**config.mk**
```make
export PLATFORM = sky130hd
export DESIGN_NAME = cnt_chain_ctrl
export DESIGN_NICKNAME = d
export VERILOG_FILES = /design/src/rtl/cnt_pkg.sv /design/src/rtl/cnt4_slice.sv /design/src/rtl/cnt_chain_ctrl.sv
export SDC_FILE = /design/constraint.sdc
export NUM_CORES = 1
export LEC_CHECK = 0
export ABC_AREA = 1
export ABC_CLOCK_PERIOD_IN_PS = 4900
export CORE_AREA = 4 4 60 62
export CTS_CLUSTER_DIAMETER = 40
export DETAILED_ROUTE_END_ITERATION = 8
export DIE_AREA = 0 0 64 66
export GPL_TIMING_DRIVEN = 0
export PLACE_DENSITY_LB_ADDON = 0.05
export SYNTH_ARGS = -nofsm -noshare
export SYNTH_HDL_FRONTEND = slang
export SYNTH_HIERARCHICAL = 1
export SYNTH_SLANG_ARGS = --single-unit
export TNS_END_PERCENT = 20
```
**constraint.sdc**
```tcl
create_clock -name CK -period 4.9 [get_ports CK]
set_input_delay 0.98 -clock CK [delete_from_list [all_inputs] [get_ports CK]]
set_output_delay 0.98 -clock CK [all_outputs]
set_load 0.02 [all_outputs]
```
**src/rtl/cnt_pkg.sv**
```systemverilog
// Shared types and constants for the cascaded-slice interval timer.
package cnt_pkg;

   localparam int SLICE_W = 4;

   typedef enum logic [1:0] {
      IDLE = 2'd0,
      LOAD = 2'd1,
      RUN  = 2'd2
   } state_t;

endpackage

```
**src/rtl/cnt4_slice.sv**
```systemverilog
// One 4-bit synchronous up-counter slice; slices cascade through CI/CO.
module cnt4_slice
   import cnt_pkg::*;
(
   input  logic               CK,
   input  logic               nRST,
   input  logic [SLICE_W-1:0] D,
   input  logic               nL,
   input  logic               EN,
   input  logic               CI,
   input  logic               nCL,
   output logic [SLICE_W-1:0] Q,
   output logic               CO
);

   logic [SLICE_W-1:0] r_q;

   // Load beats clear, clear beats count.
   always_ff @(posedge CK) begin
      if (!nRST) begin
         r_q <= '0;
      end else if (!nL) begin
         r_q <= D;
      end else if (!nCL) begin
         r_q <= '0;
      end else if (EN && CI) begin
         r_q <= r_q + 1'b1;
      end
   end

   assign Q  = r_q;
   assign CO = (&r_q) & CI;

endmodule

```
**src/rtl/cnt_chain_ctrl.sv**
```systemverilog
// Interval timer: FSM, preset register and TICK/IRQ logic driving a chain of
// cnt4_slice counters that reload from the preset at terminal count.
module cnt_chain_ctrl
   import cnt_pkg::*;
#(
   parameter int SLICES = 3
)(
   input  logic                        CK,
   input  logic                        nRST,
   input  logic [SLICE_W*SLICES-1:0]   PRESET,
   input  logic                        WR_PRE,
   input  logic                        START,
   input  logic                        STOP,
   input  logic                        CLR,
   input  logic                        ONESHOT,
   input  logic                        CE,
   input  logic                        IRQ_ACK,
   output logic [SLICE_W*SLICES-1:0]   COUNT,
   output logic                        BUSY,
   output logic                        TICK,
   output logic                        IRQ
);

   localparam int W = SLICE_W * SLICES;

   state_t          r_state;
   state_t          w_state_nxt;
   logic [W-1:0]    r_preset;
   logic            r_tick;
   logic            r_irq;
   logic [W-1:0]    w_count;
   logic [SLICES:0] w_carry;
   logic            w_tc;
   logic            w_nl;
   logic            w_ncl;

   assign w_carry[0] = CE && (r_state == RUN);
   assign w_tc       = w_carry[SLICES];
   // Terminal count reloads the preset instead of wrapping to zero.
   assign w_nl       = !((r_state == LOAD) || w_tc);
   assign w_ncl      = !CLR;

   for (genvar k = 0; k < SLICES; k++) begin : g_slice
      cnt4_slice u_slice (
         .CK   (CK),
         .nRST (nRST),
         .D    (r_preset[k*SLICE_W +: SLICE_W]),
         .nL   (w_nl),
         .EN   (1'b1),
         .CI   (w_carry[k]),
         .nCL  (w_ncl),
         .Q    (w_count[k*SLICE_W +: SLICE_W]),
         .CO   (w_carry[k+1])
      );
   end

   always_comb begin
      w_state_nxt = r_state;
      case (r_state)
         IDLE: if (START && !STOP) w_state_nxt = LOAD;
         LOAD: w_state_nxt = RUN;
         RUN: begin
            if (STOP)                    w_state_nxt = IDLE;
            else if (START)              w_state_nxt = LOAD;
            else if (w_tc && ONESHOT)    w_state_nxt = IDLE;
         end
         default: w_state_nxt = IDLE;
      endcase
   end

   always_ff @(posedge CK) begin
      if (!nRST) begin
         r_state  <= IDLE;
         r_preset <= '0;
         r_tick   <= 1'b0;
         r_irq    <= 1'b0;
      end else begin
         r_state <= w_state_nxt;
         // A write racing a load lands after the load has used the old value.
         if (WR_PRE) r_preset <= PRESET;
         r_tick <= w_tc;
         r_irq  <= w_tc | (r_irq & !IRQ_ACK);
      end
   end

   assign COUNT = w_count;
   assign BUSY  = (r_state != IDLE);
   assign TICK  = r_tick;
   assign IRQ   = r_irq;

endmodule
```
=== Yosys cells after proc, flatten, opt, wreduce, memory -nomap -nowiden ===
Index checks and enable logic that the tools add are counted.

* Output and inout bits: 15
* Input bits: 21
* Register bits after elaboration: 28
* Logic and storage cells: 48

* Add/sub/neg operators: 3
* Muxes and demuxes: 14
* Equality and inequality tests: 4
* Bitwise gates (word level): 5
* Reduce and logical (&&, ||, !) cells: 15

{| class="wikitable"
|+ Operator list
! cell !! number
|-
| $mux W4 || 9
|-
| $add A4 B1 Y4 const B || 3
|-
| $reduce_and A4 Y1 || 3
|-
| $reduce_bool A3 Y1 || 3
|-
| $mux W2 || 4
|-
| $pmux W2 S3 || 1
|-
| $and A1 B1 Y1 || 4
|-
| $ne A4 B3 Y1 const B || 1
|-
| $logic_and A1 B1 Y1 || 3
|-
| $eq A2 B1 Y1 const B || 1
|-
| $eq A2 B2 Y1 const B || 1
|-
| $logic_not A1 Y1 || 2
|-
| $logic_not A2 Y1 || 1
|-
| $ne A2 B2 Y1 const B || 1
|-
| $reduce_and A2 Y1 || 1
|-
| $reduce_bool A2 Y1 || 1
|-
| $logic_or A1 B1 Y1 || 1
|-
| $or A1 B1 Y1 || 1
|}

=== Logic depth before layout (Yosys ltp) ===
Gate-level depths: netlist (run 1).

* Word-level depth: 10
* Depth in mapped cells: 15
* Gate-level depth less buffers: 15

=== Cells and area by module ===
Netlist (run 1), hierarchy kept.

{| class="wikitable"
|+ By module, submodules not included
! module !! cells an instance !! area each (um2) !! times used !! sequential area each (um2)
|-
| cnt4_slice || 37 || 249.0 || 3 || 80.1
|-
| cnt_chain_ctrl || 75 || 596.8 || 1 || 320.3
|}

=== Least setup slack after synthesis (run 1) ===
No wires, ideal clock.

* Path type: input to register
* From: in CE
* To: reg g_slice[0].u_slice.r_q[1]
* Library setup time: 0.117 ns
* Stages: 14
* Arrival: 2.325 ns
* Setup slack: 2.458 ns
* Data required time: 4.783 ns
* Path buffers: 0
* Cell sequence: nor3b_1 nand2_1 nor2_1 nand2_1 nor2_1 nand2_1 nor2_1 a21oi_1 nand2_2 inv_2 nand2_4 nand2_1 a21oi_1 nor2_1

* Cells in the longest elaborated chain, start to end: 6
* Elaborated cells between the ends (all ways): 7
* Classes of those cells: 1 x mux; 3 x bitwise; 3 x reduce/logical

{| class="wikitable"
|+ RTL lines
! item !! line !! RTL
|-
| from (decl) || cnt_chain_ctrl.sv:16 || <nowiki>input logic CE,</nowiki>
|-
| $logic_and A1 B1 Y1 (*) || cnt_chain_ctrl.sv:37 || <nowiki>assign w_carry[0] = CE && (r_state == RUN);</nowiki>
|-
| $and A1 B1 Y1 (*) || cnt4_slice.sv:32 || <nowiki>assign CO = (&r_q) & CI;</nowiki>
|-
| net w_carry[1] || cnt_chain_ctrl.sv:32 || <nowiki>logic [SLICES:0] w_carry;</nowiki>
|-
| $and A1 B1 Y1 (*) || cnt4_slice.sv:32 ||
|-
| net w_carry[2] || cnt_chain_ctrl.sv:32 ||
|-
| $and A1 B1 Y1 (*) || cnt4_slice.sv:32 ||
|-
| net w_carry[3] || cnt_chain_ctrl.sv:32 ||
|-
| $logic_or A1 B1 Y1 (*) || cnt_chain_ctrl.sv:40 || <nowiki>assign w_nl = !((r_state == LOAD) || w_tc);</nowiki>
|-
| $reduce_bool A3 Y1 (no line) / $mux W4 (equally long branches) || -- ||
|-
| to (signal assigned) || cnt4_slice.sv:27 || <nowiki>r_q <= r_q + 1'b1;</nowiki>
|-
| to (decl) || cnt4_slice.sv:16 || <nowiki>logic [SLICE_W-1:0] r_q;</nowiki>
|}

Mark *: on every way through the listed nets, which the timed path passes. The rest lies on a longest branch.
A chain may end at the register's enable or synchronous reset.

=== Final worst setup path (run 1) ===
* From: in CE
* To: reg g_slice[2].u_slice.r_q[1]

* Cells in the longest elaborated chain, start to end: 6
* Elaborated cells between the ends (all ways): 7
* Classes of those cells: 1 x mux; 3 x bitwise; 3 x reduce/logical

{| class="wikitable"
|+ RTL lines
! item !! line
|-
| $logic_and A1 B1 Y1 (*) || cnt_chain_ctrl.sv:37
|-
| net w_carry[0] || cnt_chain_ctrl.sv:32
|-
| $and A1 B1 Y1 (*) || cnt4_slice.sv:32
|-
| net w_carry[1] || cnt_chain_ctrl.sv:32
|-
| $and A1 B1 Y1 (*) || cnt4_slice.sv:32
|-
| net w_carry[2] || cnt_chain_ctrl.sv:32
|-
| $and A1 B1 Y1 (*) || cnt4_slice.sv:32
|-
| net w_carry[3] || cnt_chain_ctrl.sv:32
|-
| $logic_or A1 B1 Y1 (*) || cnt_chain_ctrl.sv:40
|-
| $reduce_bool A3 Y1 (no line) / $mux W4 (equally long branches) || --
|-
| to (signal assigned) || cnt4_slice.sv:27
|-
| to (decl) || cnt4_slice.sv:16
|}

Marks and branches as above.

==> results of run 1 <==
per-layer routing:
metal	vias up	wire length [um]	GRT usage
met3	2	198	0.0306
met1	558	1380	0.159
met2	36	1460	0.283
li1	689	-	-
met4	0	10	0.0485
met5	-	0	0
through the flow:
step	cell area (um^2)	hold WS, ps	total power (W)	worst slack [ps]	util
floorplan	1350	439	0.000307	2460	-
global placement	1760	451	0.000346	1650	0.580
detailed placement	1760	465	0.000348	1630	0.580
CTS	1810	485	0.000502	1980	0.598
global route	1810	491	0.000521	1770	0.598
finish	1810	481	0.000494	1950	0.598
cell usage after synthesis, types with 4 or more instances:
master and n:
sky130_fd_sc_hd__nor2_1 39, sky130_fd_sc_hd__dfxtp_1 28, sky130_fd_sc_hd__nand2_1 27, sky130_fd_sc_hd__o21ai_1 16, sky130_fd_sc_hd__a21oi_1 14, sky130_fd_sc_hd__inv_1 12
sky130_fd_sc_hd__o21ai_0 11, sky130_fd_sc_hd__nand3_1 7, sky130_fd_sc_hd__inv_2 4
report_power, final:
| part | leakage (nW) | switching, W | total (W) | internal (W) |
|---|---|---|---|---|
| Clock | 0.0279 | 0.0000687 | 0.000152 | 0.0000828 |
| Combinational | 0.487 | 0.0000440 | 0.0000890 | 0.0000451 |
| Sequential | 0.231 | 0.0000126 | 0.000254 | 0.000241 |
area by class of cell:
| type | count | area share |
|---|---|---|
| multi-input cells | 141 | 0.387 |
| clock inverters | 1 | 0.0166 |
| repair buffers | 35 | 0.194 |
| inverters | 16 | 0.0332 |
| clock buffers | 3 | 0.0124 |
| flip-flops and latches | 28 | 0.310 |
| plain buffers | 3 | 0.0166 |
| well taps | 44 | 0.0304 |
registers in the layout (all words and copies together), names as in the netlist:
name and cells:
r_state 2, g_slice.u_slice/Q 12, IRQ 1, r_preset 12, TICK 1
cell families after synthesis:
kind of cell,count (synthesis),share of synthesized area
other cells,1,0.00279
simple gates,90,0.307
buf+inv,19,0.0670
compound gates,45,0.178
fa+ha+maj,3,0.0279
flops,28,0.417
worst register-to-register path, cell delays in order, from the launching register on:
cell                      delay, ps
sky130_fd_sc_hd__dfxtp_1        470
sky130_fd_sc_hd__ha_1           220
sky130_fd_sc_hd__nand2_1         80
sky130_fd_sc_hd__nor2_1         180
sky130_fd_sc_hd__nand2_1         90
sky130_fd_sc_hd__nor2_1         140
sky130_fd_sc_hd__nand2_1         70
sky130_fd_sc_hd__nor2_1         230
sky130_fd_sc_hd__a21oi_1        210
sky130_fd_sc_hd__nand2_2        170
sky130_fd_sc_hd__inv_2           70
sky130_fd_sc_hd__nand2_4         80
sky130_fd_sc_hd__nand2_1         50
sky130_fd_sc_hd__a21oi_1        130
sky130_fd_sc_hd__nor2_1          50
placed cells by master (no fill, tap or decap):
cell type,n
sky130_fd_sc_hd__nand3_1,7
sky130_fd_sc_hd__or2_2,1
sky130_fd_sc_hd__nor3b_1,1
sky130_fd_sc_hd__inv_1,12
sky130_fd_sc_hd__a21oi_1,14
sky130_fd_sc_hd__clkdlybuf4s50_1,35
sky130_fd_sc_hd__inv_2,4
sky130_fd_sc_hd__conb_1,3
sky130_fd_sc_hd__nand4_1,3
sky130_fd_sc_hd__nor2_2,2
sky130_fd_sc_hd__buf_6,2
sky130_fd_sc_hd__ha_1,3
sky130_fd_sc_hd__and2_4,3
sky130_fd_sc_hd__nand2_4,3
sky130_fd_sc_hd__o21ai_0,11
sky130_fd_sc_hd__o21ai_1,16
sky130_fd_sc_hd__o31ai_1,1
sky130_fd_sc_hd__clkbuf_4,3
sky130_fd_sc_hd__bufinv_16,1
sky130_fd_sc_hd__buf_4,1
sky130_fd_sc_hd__a21oi_2,3
sky130_fd_sc_hd__nor2_1,39
sky130_fd_sc_hd__nor4_1,1
sky130_fd_sc_hd__nand2_1,27
sky130_fd_sc_hd__dfxtp_1,28
sky130_fd_sc_hd__nand2_2,3
worst paths after layout:
check	startpoint	end	depth (start not counted)
max	CE	g_slice[2].u_slice/Q[1]$_SDFFE_PN0P_	15
max reg2reg	g_slice[0].u_slice/Q[0]$_SDFFE_PN0P_	g_slice[2].u_slice/Q[1]$_SDFFE_PN0P_	14
min	r_preset[6]$_SDFFE_PN0P_	g_slice[1].u_slice/Q[2]$_SDFFE_PN0P_	2
min reg2reg	r_preset[6]$_SDFFE_PN0P_	g_slice[1].u_slice/Q[2]$_SDFFE_PN0P_	2
==> Implementation_results.wiki, run 1 <==
{| class="wikitable"
! Metric !! Value
|-
| Data required time of the critical path || 5150 ps
|-
| Die area || ~4200 um^2
|-
| Worst setup skew after layout || approximately 13 ps
|-
| DRC violations left || 0
|-
| Slowest cell on crit path || sky130_fd_sc_hd__clkdlybuf4s50_1
|-
| Root buffer cell || sky130_fd_sc_hd__clkbuf_4
|-
| Sequential cell area || between 500 and 600 um^2
|-
| H-Tree Depth || 1
|-
| Final critical path time including I/O delays and setup || around 2900 ps
|-
| Number of pins exceeding their max-slew limit in the final report || 0
|-
| Layout filler cell count || approximately 320
|-
| Initial antenna violation count || 0
|-
| Overall track demand over capacity in global routing || 0.147
|-
| Yosys reg bits || 28
|-
| Final count of negative-setup-slack endpoints || 0
|-
| Min-delay worst type || reg -> reg
|-
| Peak supply drop || between 0.00015 and 0.0002 V
|-
| Bufs on Longest Clock Path || 2
|-
| Routed via count divided by cell count || ~4.7
|-
| First-pass GRT wire length || 5.00 mm
|-
| Reported max-cap violation count || 0
|-
| Total number of clock tree sinks || 28
|-
| Placed Instances || roughly 270
|-
| Number of nets in the finished design || roughly 250
|-
| Post-detailed-route count of antenna-violating nets || 0
|-
| Fraction of the yosys area taken by sequential cells || 0.417
|-
| Share of Yosys cell area claimed by the top area cell type || 0.417
|-
| Crit Path Class || in -> reg
|-
| Area of combinational cells with multiple inputs || 701 um^2
|-
| Detailed Route WL || slightly above 3 mm
|-
| Launching element type of the critical path || input port
|-
| DRT Pass-1 Iters || 4
|-
| Largest net degree at the start of global routing || 18
|-
| Mean area per synthesized cell || a little over 7 um^2
|-
| Area added between synthesis and finish || 34.6%
|-
| Maximum achievable frequency || ~340 MHz
|-
| Clock transition at the registers of the reported paths || 160 ps
|-
| Total power density per cell area || approximately 270 nW/um^2
|-
| Total of warnings raised by yosys || 6
|-
| Run status || completed
|-
| Site row count || 20
|-
| Detail Placement HPWL || 2.28 mm
|-
| Buffers inserted during post-CTS setup optimization || 0
|-
| Number of enable flip-flop cells after synthesis || 0
|-
| Vias in the first global route || roughly 1.2k
|-
| CP peak stage delay || around 440 ps
|-
| Resized Gates After CTS || 0
|-
| Average wire per cell in the routed design || about 11 um
|-
| Sum of negative setup slack || 0 ps
|-
| Pin slew with the least headroom to its limit || approximately 640 ps
|-
| Area of the core || slightly above 3000 um^2
|-
| Final critical-path share of the clock period || 0.602
|-
| Total overflow reported by the global router || 0
|-
| Share of post-route cells with drive strength above 1 || 0.115
|-
| Buf/Inv on CP || 2
|-
| Final count of hold timing violations || 0
|-
| Max-slew headroom || 0.571
|-
| Biggest area consumer among synthesized cells || sky130_fd_sc_hd__dfxtp_1
|-
| Worst endpoint data arrival time || ~3200 ps
|-
| Overall die width || approximately 64 um
|-
| Critical path endpoint category || register
|-
| Effective utilization at floorplan || 0.444
|-
| Worst-Skew Late Latency || approximately 330 ps
|-
| Cell Area, Synth || 1340 um^2
|-
| Number of antenna diodes || 0
|-
| Unrepaired setup endpoints after global routing || false
|-
| Number of placed I/O pins || 36
|-
| Total CTS buffers || 3
|-
| Placer's final routability congestion estimate || around 0.75
|-
| Post-synthesis cell type count || 23
|-
| P_leak || ~0.75 nW
|-
| CTS tree || yes
|-
| First DRT Iteration DRCs || 63
|-
| Kind of cell with the highest combined delay on the critical path || simple AND/OR/NAND/NOR gates
|-
| Post-synthesis async set-or-reset flop share || 0
|-
| Port Buf Inserts || 35
|-
| Ranking of synthesized cells by area || sky130_fd_sc_hd__dfxtp_1 42%, sky130_fd_sc_hd__nor2_1 11%, sky130_fd_sc_hd__nand2_1 7.5%
|-
| Count of placed standard cells in the final layout, fillers left out || between 200 and 300
|-
| Number of hold-repair buffers added at the cts stage || 0
|-
| Die height || about 66 um
|-
| Overall via count from detail_route || 1285
|-
| Slack of the worst reg-to-reg path || 2590 ps
|-
| Critical path, cell by cell || clkdlybuf4s50_1 -> nor3b_1 -> nand2_1 -> nor2_1 -> nand2_1 -> nor2_1 -> nand2_1 -> nor2_1 -> a21oi_1 -> nand2_2 -> inv_2 -> nand2_4 -> nand2_1 -> a21oi_1 -> nor2_1
|-
| Top_reg_cell synth || sky130_fd_sc_hd__dfxtp_1
|-
| Crit-path max FO || 7
|-
| Cells after Synth || ~190
|}
No activity file was read; power rests on OpenSTA's default activity.
==> run 2: changes to the inputs <==
--- a/config.mk
+++ b/config.mk
@@ -6,11 +6,11 @@
 export NUM_CORES = 1
 export LEC_CHECK = 0
 export ABC_AREA = 1
-export ABC_CLOCK_PERIOD_IN_PS = 4900
-export CORE_AREA = 4 4 60 62
+export ABC_CLOCK_PERIOD_IN_PS = 2500
+export CORE_AREA = 4 4 61 63
 export CTS_CLUSTER_DIAMETER = 40
 export DETAILED_ROUTE_END_ITERATION = 8
-export DIE_AREA = 0 0 64 66
+export DIE_AREA = 0 0 65 67
 export GPL_TIMING_DRIVEN = 0
 export PLACE_DENSITY_LB_ADDON = 0.05
 export SYNTH_ARGS = -nofsm -noshare
==> constraint.sdc (replaced) <==
create_clock -name CK -period 2.5 [get_ports CK]
set_input_delay 0.5 -clock CK [delete_from_list [all_inputs] [get_ports CK]]
set_output_delay 0.5 -clock CK [all_outputs]
set_load 0.02 [all_outputs]
==> run 2 against run 1 <==
Net effect: clock-buffer cell count increased by 1; via count increased by 2.9%; critical path depth unchanged; flip-flop and latch count unchanged; clock power increased by 45%; first-iteration DRC count increased by 44%; global-route usage increased by 0.44 points; highest routed layer unchanged.
==> Implementation_results.wiki, run 2 (synthesis results as in run 1) <==
{| class="wikitable"
! Metric !! Value
|-
| DRC violations left || 0 (unchanged)
|-
| Overall via count from detail_route || 1322 (+2.9%)
|-
| Number of pins exceeding their max-slew limit in the final report || 0 (unchanged)
|-
| Global routing usage on met3 || 0.0287 (-0.00194)
|-
| Launching element type of the critical path || input port
|-
| Total CTS buffers || 3 (unchanged)
|-
| Reported max-cap violation count || 0 (unchanged)
|-
| Bufs on Longest Clock Path || 2 (unchanged)
|-
| Die area || 4360 um^2 (+3.1%)
|-
| Most heavily used metal layer in global routing || met2
|-
| Detail Placement HPWL || 2.35 mm (+3.0%)
|-
| Min-delay worst type || reg -> reg
|-
| Launch point of the worst reg-to-reg path || g_slice[0].u_slice/Q[0]$_SDFFE_PN0P_
|-
| Overall track demand over capacity in global routing || 0.152 (+0.00441)
|-
| Worst endpoint data arrival time || 2450 ps (-750 ps)
|-
| Detailed Route WL || 3.00 mm (-1.5%)
|-
| Area of the core || 3230 um^2 (+6.7%)
|-
| Layout Cell Area excl Fill || 1810 um^2 (-0.14%)
|-
| Final critical path time including I/O delays and setup || around 2200 ps
|-
| Pin slew with the least headroom to its limit || 557 ps (-85.7 ps)
|-
| CTS tree || yes
|-
| Initial antenna violation count || 0 (unchanged)
|-
| Global Route met1 Usage || 0.178 (+0.0195)
|-
| Number of placed I/O pins || 36 (unchanged)
|-
| Final count of hold timing violations || 0 (unchanged)
|-
| Site row count || 21 (+5.0%)
|-
| Average wire per cell in the routed design || 11.0 um (-2.2%)
|-
| Largest net degree at the start of global routing || 18 (unchanged)
|-
| Share of post-route cells with drive strength above 1 || 0.128 (+0.0132)
|-
| Worst setup skew after layout || 4.72 ps (-8.37 ps)
|-
| Port Buf Inserts || 35 (unchanged)
|-
| Instance count along the most critical hold path || 2 (unchanged)
|-
| Post-detailed-route count of antenna-violating nets || 0 (unchanged)
|-
| Final critical-path share of the clock period || 0.885
|-
| Die height || 67 um (+1.5%)
|-
| Overall die width || 65 um (+1.6%)
|-
| Max-slew headroom || 0.627 (+0.0560)
|-
| Global Route met2 Usage || 0.268 (-0.0144)
|-
| Data required time of the critical path || 2740 ps (-2410 ps)
|-
| Total power density per cell area || 494 nW/um^2 (+81%)
|-
| R2R depth || 14 (unchanged)
|-
| Number of nets in the finished design || 252 (unchanged)
|-
| Total power consumption of the routed design || 0.000892 W (+80%)
|-
| Buffers inserted during post-CTS setup optimization || 0 (unchanged)
|-
| Placement-stage cell area || 1760 um^2 (+0.14%)
|-
| Total overflow reported by the global router || 0 (unchanged)
|-
| Maximum achievable frequency || ~450 MHz
|-
| Root buffer cell || sky130_fd_sc_hd__clkbuf_4
|-
| Number of hold-repair buffers added at the cts stage || 0 (unchanged)
|-
| Effective utilization at floorplan || 0.416 (-0.0280)
|-
| First element of the critical path || CE
|-
| First DRT Iteration DRCs || 91 (+44%)
|-
| H-Tree Depth || 1 (unchanged)
|-
| Clock transition at the registers of the reported paths || 150 ps (about the same)
|-
| Unrepaired setup endpoints after global routing || false
|-
| First-pass GRT wire length || 5.20 mm (+4.1%)
|-
| Routed via count divided by cell count || 4.84 (+2.1%)
|-
| Run status || completed
|-
| Area added between synthesis and finish || 34.5%
|-
| Worst-Skew Late Latency || 330 ps (about the same)
|-
| Final count of negative-setup-slack endpoints || 0 (unchanged)
|-
| Crit-path max FO || 7 (unchanged)
|-
| Vias in the first global route || 1207 (-0.74%)
|-
| Most frequent standard cell in the layout excluding fill and tap cells || sky130_fd_sc_hd__nor2_1
|-
| Count of placed standard cells in the final layout, fillers left out || 273 (+0.74%)
|-
| Min-delay src || r_preset[6]$_SDFFE_PN0P_
|-
| Critical path endpoint category || register
|-
| Most frequent cells in the layout || 38 x sky130_fd_sc_hd__nor2_1, 35 x sky130_fd_sc_hd__clkdlybuf4s50_1, 28 x sky130_fd_sc_hd__dfxtp_1, 27 x sky130_fd_sc_hd__nand2_1, 16 x sky130_fd_sc_hd__o21ai_1
|-
| P_leak || 0.741 nW (-0.61%)
|-
| Total number of clock tree sinks || 28 (unchanged)
|-
| Peak supply drop || 0.000240 V (+46%)
|-
| Crit Path Class || in -> reg
|-
| DRT Pass-1 Iters || 4 (unchanged)
|-
| Sum of negative setup slack || 0 ps (unchanged)
|-
| Placer's final routability congestion estimate || 0.781 (+4.3%)
|-
| Number of antenna diodes || 0 (unchanged)
|-
| Placed Instances || 269 (+0.75%)
|}
run 2: through the flow:
step                utilization  setup WS, ps  hold slack, ps
floorplan                     -           533             439
global placement          0.544          -296             451
detailed placement        0.544          -308             464
CTS                       0.556          36.5             484
global route              0.559          33.0             509
finish                    0.559           288             479
run 2: final timing paths:
check,to,slack [ps]
worst max-delay path,g_slice[2].u_slice/Q[1]$_SDFFE_PN0P_,290
worst min-delay path,g_slice[1].u_slice/Q[2]$_SDFFE_PN0P_,480
worst max register to register,g_slice[2].u_slice/Q[1]$_SDFFE_PN0P_,400
worst min register to register,g_slice[1].u_slice/Q[2]$_SDFFE_PN0P_,480
run 2: per-layer routing:
metal	up-vias	wire length (um)
met2	34	1460
met3	4	198
met5	-	0
met1	596	1310
met4	0	40
li1	688	-
run 2: where the power goes:
| group | switching [W] | internal (W) | total, W |
|---|---|---|---|
| logic | 0.0000857 | 0.0000886 | 0.000174 |
| registers | 0.0000239 | 0.000473 | 0.000497 |
| clock network | 0.000132 | 0.0000892 | 0.000221 |
run 2: critical path: stages:
cell and delay [ps]:
sky130_fd_sc_hd__clkdlybuf4s50_1 450, sky130_fd_sc_hd__nor3b_2 180, sky130_fd_sc_hd__nand2_1 80, sky130_fd_sc_hd__nor2_1 150
sky130_fd_sc_hd__nand2_1 80, sky130_fd_sc_hd__nor2_1 140, sky130_fd_sc_hd__nand2_1 80, sky130_fd_sc_hd__nor2_2 170
sky130_fd_sc_hd__a21oi_2 110, sky130_fd_sc_hd__nand2_2 130, sky130_fd_sc_hd__inv_2 60, sky130_fd_sc_hd__nand2_4 80
sky130_fd_sc_hd__nand2_1 60, sky130_fd_sc_hd__a21oi_1 120, sky130_fd_sc_hd__nor2_1 50
run 2: cell type report:
cell class | count | area (um^2)
fillers | 343 | 1430
well taps | 46 | 57.6
multi-input cells | 141 | 712
plain buffers | 3 | 30.0
flip-flops and latches | 28 | 561
repair buffers | 35 | 350
inverters | 16 | 60.1
clock buffers | 4 | 36.3
run 2: timing repair:
action | in CTS | in global routing
endpoints found under the hold margin | 0 | 0
resized for setup | 0 | 3
setup endpoints to repair | 0 | 12
